`src/rtl/fp_add_sub_issue_if.sv`:
```
// +---------------------------------------------------------------------------+
// | Module   : fp_add_sub_issue_if                                            |
// | Brief    : Request, adder-unit and response signals of fp_add_sub_issue.  |
// | Revision : 1.0 - initial release                                          |
// +---------------------------------------------------------------------------+
`default_nettype none

interface fp_add_sub_issue_if #(
  parameter int Size = 32
);
  logic            req_valid;
  logic            req_ready;
  logic            req_sub;
  logic [2:0]      req_rm;
  logic [Size-1:0] req_a;
  logic [Size-1:0] req_b;
  logic [2:0]      frm;

  logic            fu_start;
  logic            fu_sub;
  logic [2:0]      fu_rounding_mode;
  logic [Size-1:0] fu_operand_a;
  logic [Size-1:0] fu_operand_b;
  logic [Size-1:0] fu_result;
  logic            fu_overflow;
  logic            fu_inexact;
  logic            fu_underflow;
  logic            fu_invalid;
  logic            fu_done;

  logic            resp_valid;
  logic            resp_ready;
  logic [Size-1:0] resp_result;
  logic [4:0]      resp_fflags;
  logic            resp_rm_illegal;
  logic            resp_timeout;
  logic            busy;

  // Issue-logic side.
  modport slave (
    input  req_valid, req_sub, req_rm, req_a, req_b, frm,
    input  fu_result, fu_overflow, fu_inexact, fu_underflow, fu_invalid, fu_done,
    input  resp_ready,
    output req_ready,
    output fu_start, fu_sub, fu_rounding_mode, fu_operand_a, fu_operand_b,
    output resp_valid, resp_result, resp_fflags, resp_rm_illegal, resp_timeout,
    output busy
  );

  // Requester / adder-unit side.
  modport master (
    output req_valid, req_sub, req_rm, req_a, req_b, frm,
    output fu_result, fu_overflow, fu_inexact, fu_underflow, fu_invalid, fu_done,
    output resp_ready,
    input  req_ready,
    input  fu_start, fu_sub, fu_rounding_mode, fu_operand_a, fu_operand_b,
    input  resp_valid, resp_result, resp_fflags, resp_rm_illegal, resp_timeout,
    input  busy
  );
endinterface

`default_nettype wire

```
`src/rtl/fp_add_sub_issue.sv`:
```
// +---------------------------------------------------------------------------+
// | Module   : fp_add_sub_issue                                               |
// | Brief    : Issue FSM for an FP add/sub unit: rounding-mode resolution,    |
// |            single-cycle start pulse, result capture and response hold.    |
// |            Optional WAIT watchdog enabled by FP_ADDSUB_TIMEOUT_EN.        |
// | Revision : 1.0 - initial release                                          |
// +---------------------------------------------------------------------------+
`default_nettype none

module fp_add_sub_issue #(
  parameter int Size          = 32,
  parameter int TimeoutCycles = 64
) (
  input  wire logic          clk,
  input  wire logic          reset,
  fp_add_sub_issue_if.slave  bus
);

  typedef enum logic [1:0] {
    ST_IDLE  = 2'd0,
    ST_START = 2'd1,
    ST_WAIT  = 2'd2,
    ST_RESP  = 2'd3
  } state_t;

  localparam logic [Size-1:0] CanonNan = Size'(32'h7FC0_0000);
  localparam logic [2:0]      RmDyn    = 3'b111;
  localparam logic [2:0]      RmMaxOk  = 3'b100;

  state_t          state_q, state_d;
  logic            sub_q, sub_d;
  logic [Size-1:0] a_q, a_d;
  logic [Size-1:0] b_q, b_d;
  logic [2:0]      rm_q, rm_d;
  logic [Size-1:0] result_q, result_d;
  logic [4:0]      fflags_q, fflags_d;
  logic            illegal_q, illegal_d;
  logic            wait_first_q, wait_first_d;
  logic [2:0]      rm_res_w;

`ifdef FP_ADDSUB_TIMEOUT_EN
  localparam int               CntW    = $clog2(TimeoutCycles + 1);
  localparam logic [CntW-1:0]  CntLast = CntW'(TimeoutCycles - 1);

  logic [CntW-1:0] cnt_q, cnt_d;
  logic            timeout_q, timeout_d;
`endif

  assign rm_res_w = (bus.req_rm == RmDyn) ? bus.frm : bus.req_rm;

  always_comb begin
    state_d      = state_q;
    sub_d        = sub_q;
    a_d          = a_q;
    b_d          = b_q;
    rm_d         = rm_q;
    result_d     = result_q;
    fflags_d     = fflags_q;
    illegal_d    = illegal_q;
    wait_first_d = 1'b0;
`ifdef FP_ADDSUB_TIMEOUT_EN
    cnt_d        = cnt_q;
    timeout_d    = timeout_q;
`endif

    case (state_q)
      ST_IDLE: begin
        if (bus.req_valid) begin
          sub_d = bus.req_sub;
          a_d   = bus.req_a;
          b_d   = bus.req_b;
          rm_d  = rm_res_w;
          if (rm_res_w > RmMaxOk) begin
            // Reserved rounding mode: answer immediately without starting the unit.
            result_d  = CanonNan;
            fflags_d  = 5'b0;
            illegal_d = 1'b1;
`ifdef FP_ADDSUB_TIMEOUT_EN
            timeout_d = 1'b0;
`endif
            state_d   = ST_RESP;
          end else begin
            state_d = ST_START;
          end
        end
      end

      ST_START: begin
        wait_first_d = 1'b1;
`ifdef FP_ADDSUB_TIMEOUT_EN
        cnt_d        = '0;
`endif
        state_d      = ST_WAIT;
      end

      ST_WAIT: begin
`ifdef FP_ADDSUB_TIMEOUT_EN
        cnt_d = cnt_q + 1'b1;
`endif
        // A done still high from the previous operation is masked for one cycle.
        if (!wait_first_q && bus.fu_done) begin
          result_d  = bus.fu_result;
          fflags_d  = {bus.fu_invalid, 1'b0, bus.fu_overflow,
                       bus.fu_underflow, bus.fu_inexact};
          illegal_d = 1'b0;
`ifdef FP_ADDSUB_TIMEOUT_EN
          timeout_d = 1'b0;
`endif
          state_d   = ST_RESP;
        end
`ifdef FP_ADDSUB_TIMEOUT_EN
        else if (cnt_q == CntLast) begin
          result_d  = CanonNan;
          fflags_d  = 5'b10000;
          illegal_d = 1'b0;
          timeout_d = 1'b1;
          state_d   = ST_RESP;
        end
`endif
      end

      ST_RESP: begin
        if (bus.resp_ready) begin
          state_d = ST_IDLE;
        end
      end

      default: begin
        state_d = ST_IDLE;
      end
    endcase
  end

  always_ff @(posedge clk or posedge reset) begin
    if (reset) begin
      state_q      <= ST_IDLE;
      sub_q        <= 1'b0;
      a_q          <= '0;
      b_q          <= '0;
      rm_q         <= 3'b0;
      result_q     <= '0;
      fflags_q     <= 5'b0;
      illegal_q    <= 1'b0;
      wait_first_q <= 1'b0;
    end else begin
      state_q      <= state_d;
      sub_q        <= sub_d;
      a_q          <= a_d;
      b_q          <= b_d;
      rm_q         <= rm_d;
      result_q     <= result_d;
      fflags_q     <= fflags_d;
      illegal_q    <= illegal_d;
      wait_first_q <= wait_first_d;
    end
  end

`ifdef FP_ADDSUB_TIMEOUT_EN
  always_ff @(posedge clk or posedge reset) begin
    if (reset) begin
      cnt_q     <= '0;
      timeout_q <= 1'b0;
    end else begin
      cnt_q     <= cnt_d;
      timeout_q <= timeout_d;
    end
  end

  assign bus.resp_timeout = timeout_q;
`else
  assign bus.resp_timeout = 1'b0;
`endif

  assign bus.req_ready        = (state_q == ST_IDLE) && !reset;
  assign bus.busy             = (state_q != ST_IDLE);
  assign bus.fu_start         = (state_q == ST_START);
  assign bus.fu_sub           = sub_q;
  assign bus.fu_rounding_mode = rm_q;
  assign bus.fu_operand_a     = a_q;
  assign bus.fu_operand_b     = b_q;
  assign bus.resp_valid       = (state_q == ST_RESP);
  assign bus.resp_result      = result_q;
  assign bus.resp_fflags      = fflags_q;
  assign bus.resp_rm_illegal  = illegal_q;

endmodule

`default_nettype wire

```
`src/flat_wrapper.sv`:
```
// flat-port wrapper written by rule: the top's interface ports become plain ports
module fp_add_sub_issue_flat 
#(
  parameter int Size          = 32,
  parameter int TimeoutCycles = 64
)
  (clk, reset, bus_req_valid, bus_req_sub, bus_req_rm, bus_req_a, bus_req_b, bus_frm, bus_fu_result, bus_fu_overflow, bus_fu_inexact, bus_fu_underflow, bus_fu_invalid, bus_fu_done, bus_resp_ready, bus_req_ready, bus_fu_start, bus_fu_sub, bus_fu_rounding_mode, bus_fu_operand_a, bus_fu_operand_b, bus_resp_valid, bus_resp_result, bus_resp_fflags, bus_resp_rm_illegal, bus_resp_timeout, bus_busy);
  fp_add_sub_issue_if #(.Size(Size)) bus_i ();
  input  wire logic clk;
  input  wire logic reset;
  input wire logic [$bits(bus_i.req_valid)-1:0] bus_req_valid;
  input wire logic [$bits(bus_i.req_sub)-1:0] bus_req_sub;
  input wire logic [$bits(bus_i.req_rm)-1:0] bus_req_rm;
  input wire logic [$bits(bus_i.req_a)-1:0] bus_req_a;
  input wire logic [$bits(bus_i.req_b)-1:0] bus_req_b;
  input wire logic [$bits(bus_i.frm)-1:0] bus_frm;
  input wire logic [$bits(bus_i.fu_result)-1:0] bus_fu_result;
  input wire logic [$bits(bus_i.fu_overflow)-1:0] bus_fu_overflow;
  input wire logic [$bits(bus_i.fu_inexact)-1:0] bus_fu_inexact;
  input wire logic [$bits(bus_i.fu_underflow)-1:0] bus_fu_underflow;
  input wire logic [$bits(bus_i.fu_invalid)-1:0] bus_fu_invalid;
  input wire logic [$bits(bus_i.fu_done)-1:0] bus_fu_done;
  input wire logic [$bits(bus_i.resp_ready)-1:0] bus_resp_ready;
  output wire logic [$bits(bus_i.req_ready)-1:0] bus_req_ready;
  output wire logic [$bits(bus_i.fu_start)-1:0] bus_fu_start;
  output wire logic [$bits(bus_i.fu_sub)-1:0] bus_fu_sub;
  output wire logic [$bits(bus_i.fu_rounding_mode)-1:0] bus_fu_rounding_mode;
  output wire logic [$bits(bus_i.fu_operand_a)-1:0] bus_fu_operand_a;
  output wire logic [$bits(bus_i.fu_operand_b)-1:0] bus_fu_operand_b;
  output wire logic [$bits(bus_i.resp_valid)-1:0] bus_resp_valid;
  output wire logic [$bits(bus_i.resp_result)-1:0] bus_resp_result;
  output wire logic [$bits(bus_i.resp_fflags)-1:0] bus_resp_fflags;
  output wire logic [$bits(bus_i.resp_rm_illegal)-1:0] bus_resp_rm_illegal;
  output wire logic [$bits(bus_i.resp_timeout)-1:0] bus_resp_timeout;
  output wire logic [$bits(bus_i.busy)-1:0] bus_busy;
  assign bus_i.req_valid = bus_req_valid;
  assign bus_i.req_sub = bus_req_sub;
  assign bus_i.req_rm = bus_req_rm;
  assign bus_i.req_a = bus_req_a;
  assign bus_i.req_b = bus_req_b;
  assign bus_i.frm = bus_frm;
  assign bus_i.fu_result = bus_fu_result;
  assign bus_i.fu_overflow = bus_fu_overflow;
  assign bus_i.fu_inexact = bus_fu_inexact;
  assign bus_i.fu_underflow = bus_fu_underflow;
  assign bus_i.fu_invalid = bus_fu_invalid;
  assign bus_i.fu_done = bus_fu_done;
  assign bus_i.resp_ready = bus_resp_ready;
  assign bus_req_ready = bus_i.req_ready;
  assign bus_fu_start = bus_i.fu_start;
  assign bus_fu_sub = bus_i.fu_sub;
  assign bus_fu_rounding_mode = bus_i.fu_rounding_mode;
  assign bus_fu_operand_a = bus_i.fu_operand_a;
  assign bus_fu_operand_b = bus_i.fu_operand_b;
  assign bus_resp_valid = bus_i.resp_valid;
  assign bus_resp_result = bus_i.resp_result;
  assign bus_resp_fflags = bus_i.resp_fflags;
  assign bus_resp_rm_illegal = bus_i.resp_rm_illegal;
  assign bus_resp_timeout = bus_i.resp_timeout;
  assign bus_busy = bus_i.busy;
  fp_add_sub_issue #(.Size(Size), .TimeoutCycles(TimeoutCycles)) u_core (.clk(clk), .reset(reset), .bus(bus_i));
endmodule
```
`config.mk`:
```
export PLATFORM = sky130hd
export DESIGN_NAME = fp_add_sub_issue_flat
export DESIGN_NICKNAME = d
export VERILOG_FILES = /design/src/rtl/fp_add_sub_issue_if.sv /design/src/rtl/fp_add_sub_issue.sv /design/src/flat_wrapper.sv
export SDC_FILE = /design/constraint.sdc
export NUM_CORES = 1
export LEC_CHECK = 0
export ABC_AREA = 1
export BUFFER_PORTS_ARGS = -buffer_cell sky130_fd_sc_hd__buf_2
export CAP_MARGIN = 20
export CELL_PAD_IN_SITES_DETAIL_PLACEMENT = 0
export CELL_PAD_IN_SITES_GLOBAL_PLACEMENT = 1
export CORE_ASPECT_RATIO = 2
export CORE_MARGIN = 1.5
export CORE_UTILIZATION = 33
export DETAILED_ROUTE_END_ITERATION = 10
export PLACE_DENSITY = 0.82
export SYNTH_ARGS = -nofsm -noshare
export SYNTH_HDL_FRONTEND = slang
export SYNTH_SLANG_ARGS = --single-unit
```
`constraint.sdc`:
```
create_clock -name clk -period 9.4 [get_ports clk]
set_clock_uncertainty 0.15 [all_clocks]
set_input_delay 0.47 -clock clk [delete_from_list [all_inputs] [get_ports clk]]
set_output_delay 0.47 -clock clk [all_outputs]
set_load 0.02 [all_outputs]
```
Word level (Yosys, flattened, before mapping):

Cells that the tools add are included.

* flip-flop bits (word level): 109
* input bits: 112
* word-level logic and storage cells: 47
* output and inout port bits: 111

* equality and inequality tests: 8
* magnitude comparators: 1
* mux-type cells: 19
* reductions and logical operators: 10

Operators with widths (number)
* two-way mux 32 bit: 3
* one-hot mux 32 bit (2 select lines): 1
* two-way mux 5 bit: 3
* one-hot mux 5 bit (2 select lines): 1
* two-way mux 2 bit: 4
* one-hot mux 2 bit (4 select lines): 1
* equality test 2 bit (second input constant): 2
* two-way mux 1 bit: 4
* inequality test 2 x 1 -> 1 bit (second input constant): 2
* inequality test 2 bit (second input constant): 2
* AND reduction 4 bit: 1
* nonzero test 2 bit: 2
* equality test 3 bit (second input constant): 1
* greater-than comparator 3 bit (second input constant): 1
* two-way mux 3 bit: 1
* AND reduction 3 bit: 1
* equality test 2 x 1 -> 1 bit (second input constant): 1
* logical AND 1 bit: 2
* logical NOT 1 bit: 2
* logical NOT 2 bit: 1
* one-hot mux 1 bit (2 select lines): 1
* AND reduction 2 bit: 1

Logic depth before layout (Yosys ltp):

* word-level depth: 6
* mapped depth: 10
* mapped depth without buffers: 9

Worst setup path before layout:

Ideal clock, no wire load.

* path type: flip-flop to flip-flop
* start: register u_core.state_q[0]
* end: register u_core.result_q[22] (netlist: u_core.bus.resp_result[22])
* stages on the path, launching flop included: 11
* clock period less this slack: 1.843 ns
* setup time: 0.117 ns
* path slack: 7.557 ns
* arrival time: 1.576 ns
* required time: 9.133 ns
* cell sequence: dfrtp_1 > inv_1 > ha_1 > inv_2 > or2_1 > o211ai_1 > inv_2 > buf_6 > buf_6 > nand3_2 > nand2_1

* cells in the longest elaborated chain, start to end: 3

Ends and longest elaborated chain
* start, declared: line fp_add_sub_issue.sv:30 `state_t state_q, state_d;`
* start signal, assigned: line fp_add_sub_issue.sv:146 `state_q <= state_d;`
* equality test 2 bit or logical NOT 2 bit (tied branches): line fp_add_sub_issue.sv:66 `case (state_q)`
* inequality test 2 x 1 -> 1 bit (no source line) (tied with other cells)
* AND reduction 4 bit (no source line)
* end signal, assigned: line fp_add_sub_issue.sv:151 `result_q <= result_d;`
* end, declared: line fp_add_sub_issue.sv:35 `logic [Size-1:0] result_q, result_d;`

Several ways; a longest one is shown, not always the timed one.
A chain may end at the register's enable or synchronous reset.

Final worst setup path:

* start: register u_core.state_q[0]
* end: register u_core.result_q[20] (netlist: u_core.bus.resp_result[20])

The elaborated chain is that of the path after synthesis.

==> flow_summary.html <==
<table>
<tr><th>Metric</th><th>Value</th></tr>
<tr><th colspan="2">Clock network</th></tr>
<tr><td>Maximum root-to-sink buffer count</td><td>2</td></tr>
<tr><td>Count of H-tree levels built during CTS</td><td>3</td></tr>
<tr><td>Hold-fix buffer count after cts</td><td>0</td></tr>
<tr><td>Quantity of gates resized following cts</td><td>0</td></tr>
<tr><td>Clock slew at the register clock pins of the worst setup and hold paths</td><td>0.08 ns</td></tr>
<tr><td>Number of buffers created by CTS</td><td>9</td></tr>
<tr><td>Total setup buffers inserted after CTS</td><td>0</td></tr>
<tr><td># clock sinks</td><td>108</td></tr>
<tr><td>Clock root buffer</td><td>clkbuf_16</td></tr>
<tr><td>Source-to-sink clock delay at the later pin of the worst-skew pair</td><td>0.33 ns</td></tr>
<tr><td>CTS tree</td><td>built</td></tr>
<tr><th colspan="2">Worst setup path</th></tr>
<tr><td>Slowest cell on crit path</td><td>ha_1</td></tr>
<tr><td>Worst Setup Start Kind</td><td>register</td></tr>
<tr><td>Critical path endpoint category</td><td>register</td></tr>
<tr><td>Worst reg2reg endpoint</td><td>u_core.bus.resp_result[20]</td></tr>
<tr><td>Reg-to-reg startpoint</td><td>u_core.state_q[0]</td></tr>
<tr><td>Depth of the most critical reg-to-reg path</td><td>7</td></tr>
<tr><td>Slowest cell delay on critical path</td><td>0.86 ns</td></tr>
<tr><td>Data required, critical path</td><td>9.47 ns</td></tr>
<tr><td>Top cell family by delay on the critical path</td><td>adder cells</td></tr>
<tr><td>Crit path buffers/inverters</td><td>2</td></tr>
<tr><td>Worst Path Arrival</td><td>3.35 ns</td></tr>
<tr><td>Worst setup path category</td><td>register to register</td></tr>
<tr><td>Critical path, cell by cell</td><td>inv_1 &gt; ha_1 &gt; o211ai_1 &gt; inv_2 &gt; nand2_4 &gt; nand2_1 &gt; nand2_1</td></tr>
<tr><td>CP Max Fanout</td><td>38</td></tr>
<tr><td>Critical Path Most Common Cell</td><td>nand2_1</td></tr>
<tr><td>Worst R2R Setup Slack</td><td>6.12 ns</td></tr>
<tr><th colspan="2">Floorplan</th></tr>
<tr><td>Number of ports placed on the die boundary</td><td>223</td></tr>
<tr><td>Height of the chip</td><td>172.6 µm</td></tr>
<tr><td>Core area</td><td>13970 µm²</td></tr>
<tr><td>Die outline width</td><td>87.79 µm</td></tr>
<tr><td>Core Rows</td><td>61</td></tr>
<tr><td>Die area</td><td>15150 µm²</td></tr>
<tr><td>Effective utilization at floorplan</td><td>0.3397</td></tr>
<tr><th colspan="2">Final layout</th></tr>
<tr><td>Commonest cells after routing, fill and taps aside</td><td>nand2_1 (308), buf_2 (220), dfrtp_1 (108)</td></tr>
<tr><td>Reg area</td><td>2703 µm²</td></tr>
<tr><td>Area growth, synth to finish</td><td>31.83%</td></tr>
<tr><td>Fillcell total</td><td>1479</td></tr>
<tr><td>Final Net Count</td><td>879</td></tr>
<tr><td>Layout cells sized above 1</td><td>0.3729</td></tr>
<tr><td>Number of antenna cells inserted</td><td>0</td></tr>
<tr><td>Area taken by multi-input logic gates</td><td>1727 µm²</td></tr>
<tr><td>Number of non-filler instances in the completed layout</td><td>956</td></tr>
<tr><td>Most common cell after layout, fill and taps aside</td><td>nand2_1</td></tr>
<tr><th colspan="2">Yosys</th></tr>
<tr><td>Post-synth cell types</td><td>22</td></tr>
<tr><td>Cells after synthesis</td><td>556</td></tr>
<tr><td>Synthesis Warnings</td><td>0</td></tr>
<tr><td>Netlist area before placement</td><td>4745 µm²</td></tr>
<tr><td>Average size of a mapped cell</td><td>8.533 µm²</td></tr>
<tr><td>Flip-flop and latch count after synthesis</td><td>108</td></tr>
<tr><td>Fraction of the yosys area taken by sequential cells</td><td>0.5696</td></tr>
<tr><th colspan="2">STA</th></tr>
<tr><td>Final critical-path share of the clock period</td><td>0.3490</td></tr>
<tr><td>Endpoints failing setup</td><td>0</td></tr>
<tr><td>Unrepaired setup endpoints after global routing</td><td>false</td></tr>
<tr><td>Slew HR</td><td>0.3125</td></tr>
<tr><td>Sum Neg Setup Slack</td><td>0 ns</td></tr>
<tr><td>Time the worst path needs with I/O delays and setup</td><td>3.280 ns</td></tr>
<tr><td>Max Clk Rate</td><td>304.9 MHz</td></tr>
<tr><td>Number of failing hold endpoints at the final stage</td><td>0</td></tr>
<tr><td>Max-slew violation count</td><td>0</td></tr>
<tr><td>Transition time of the tightest slew-check pin</td><td>1.031 ns</td></tr>
<tr><th colspan="2">GRT</th></tr>
<tr><td>Vias in the first global route</td><td>4002</td></tr>
<tr><td>First-pass GRT wire length</td><td>19.88 mm</td></tr>
<tr><td>Maximum number of pins on one net before global-route repair</td><td>72</td></tr>
<tr><td>Total global routing overflow</td><td>0</td></tr>
<tr><td>Number of antenna violations at the first check in global routing</td><td>0</td></tr>
<tr><td>Total GRT Usage</td><td>0.1692</td></tr>
<tr><th colspan="2">Pwr</th></tr>
<tr><td>Peak supply drop</td><td>0.0001257 V</td></tr>
<tr><td>Total power</td><td>2258 µW</td></tr>
<tr><td>Total power density per cell area</td><td>361.0 nW/µm²</td></tr>
<tr><td>Leakage power of the design</td><td>0.003833 µW</td></tr>
<tr><th colspan="2">Place</th></tr>
<tr><td>Instance count after placement with tap cells included</td><td>940</td></tr>
<tr><td>Global placer's final weighted congestion</td><td>0.7320</td></tr>
<tr><td>Detailed placer's ending HPWL</td><td>8.905 mm</td></tr>
<tr><td>Count of input and output buffers</td><td>220</td></tr>
<tr><th colspan="2">Routing</th></tr>
<tr><td>Router iterations before antenna repair</td><td>4</td></tr>
<tr><td>Total length of routed wires</td><td>12.67 mm</td></tr>
<tr><td>Vias</td><td>4064</td></tr>
<tr><td>Initial drt markers</td><td>127</td></tr>
<tr><td>Per-cell via count in the routed design</td><td>4.251</td></tr>
<tr><td>Count of nets left with antenna violations after detail routing</td><td>0</td></tr>
<tr><td>Drc violations</td><td>0</td></tr>
<tr><td>Routed len/inst</td><td>13.25 µm</td></tr>
<tr><th colspan="2">Outcome</th></tr>
<tr><td>Result of the run</td><td>finished, final reports clean</td></tr>
<tr><th colspan="2">Job</th></tr>
<tr><td># Max-Cap Violations</td><td>0</td></tr>
<tr><th colspan="2">Hold path</th></tr>
<tr><td>Path category of the worst min-delay check</td><td>input pin to asynchronous set/reset pin</td></tr>
</table>
-- area by class of cell --
type                            instances  share of cell area
Clock buffer                           10             0.03821
Clock inverter                          6             0.01120
Inverter                               39             0.02380
Multi-Input combinational cell        380              0.2761
Sequential cell                       108              0.4321
Tap cell                              189             0.03781
Timing Repair Buffer                  224              0.1808
-- Yosys cell counts --
cell	instances	share of area
nand2_4	1	0.0024
dfrtp_1	108	0.57
a21boi_0	1	0.0016
o21ai_0	3	0.0032
or2_2	9	0.012
nand3_1	11	0.012
nor3_1	1	0.0011
nand2_1	310	0.25
clkbuf_1	10	0.0079
buf_6	4	0.0095
inv_1	37	0.029
nand3_2	30	0.063
conb_1	1	0.00079
o21a_1	1	0.0016
ha_1	5	0.013
nor2_1	3	0.0024
a21oi_1	1	0.0011
buf_4	6	0.0095
or2_1	1	0.0013
inv_2	2	0.0016
buf_2	10	0.011
o211ai_1	1	0.0016
-- stage by stage --
step | util | instance area, µm² | hold WS [ns] | setup slack, ns
after floorplan | - | 4748 | 0.4283 | 5.934
after global placement | 0.4257 | 5946 | 0.2998 | 6.107
after detailed placement | 0.4257 | 5946 | 0.3040 | 6.025
after CTS | 0.4478 | 6255 | 0.07445 | 6.014
after global routing | 0.4478 | 6255 | 0.09968 | 5.774
final | 0.4478 | 6255 | 0.05326 | 6.120
-- routing by layer --
metal	track usage	vias up	wire [µm]
li1	-	2072	-
met1	0.1922	1830	5044
met2	0.3057	146	6736
met3	0.03341	16	649
met4	0.05622	0	235
met5	0	-	0
-- worst max-delay path by stage --
stage                            from                    endpoint  slack (ns)  depth (start not counted)
global placement    u_core.state_q[0]   u_core.bus.resp_result[5]        6.11                          7
finish              u_core.state_q[0]  u_core.bus.resp_result[20]        6.12                          7
floorplan                       reset  u_core.bus.fu_operand_a[0]        5.93                          1
detailed placement  u_core.state_q[0]  u_core.bus.resp_result[20]        6.02                          7
global route        u_core.state_q[0]  u_core.bus.resp_result[20]        5.77                          7
CTS                 u_core.state_q[0]  u_core.bus.resp_result[20]        6.01                          7
-- power by group --
part	leakage [µW]	internal, µW	total (µW)	switching, µW
clock network	0.000153	217	391	175
logic	0.00231	336	1090	750
registers	0.00137	677	781	104
total	0.00383	1230	2260	1030
-- logic make-up after synthesis --
family                     after synthesis  share of synthesized area
and+or+nand+nor                        366                     0.3391
adders and majority gates                5                    0.01319
other                                    1                  0.0007904
AOI/OAI and AO/OA                        7                   0.008966
buffers and inverters                   69                    0.06830
DFF                                    108                     0.5696
-- registers in the layout, summed over array words and instances, names as in the netlist --
register                     flops
u_core.bus.fu_operand_b         32
u_core.wait_first_q              1
u_core.bus.fu_operand_a         32
u_core.bus.resp_fflags           4
u_core.bus.fu_rounding_mode      3
u_core.bus.resp_rm_illegal       1
u_core.bus.fu_sub                1
u_core.bus.resp_result          32
u_core.state_q                   2
Note: power is estimated with default switching activity, not from simulation.
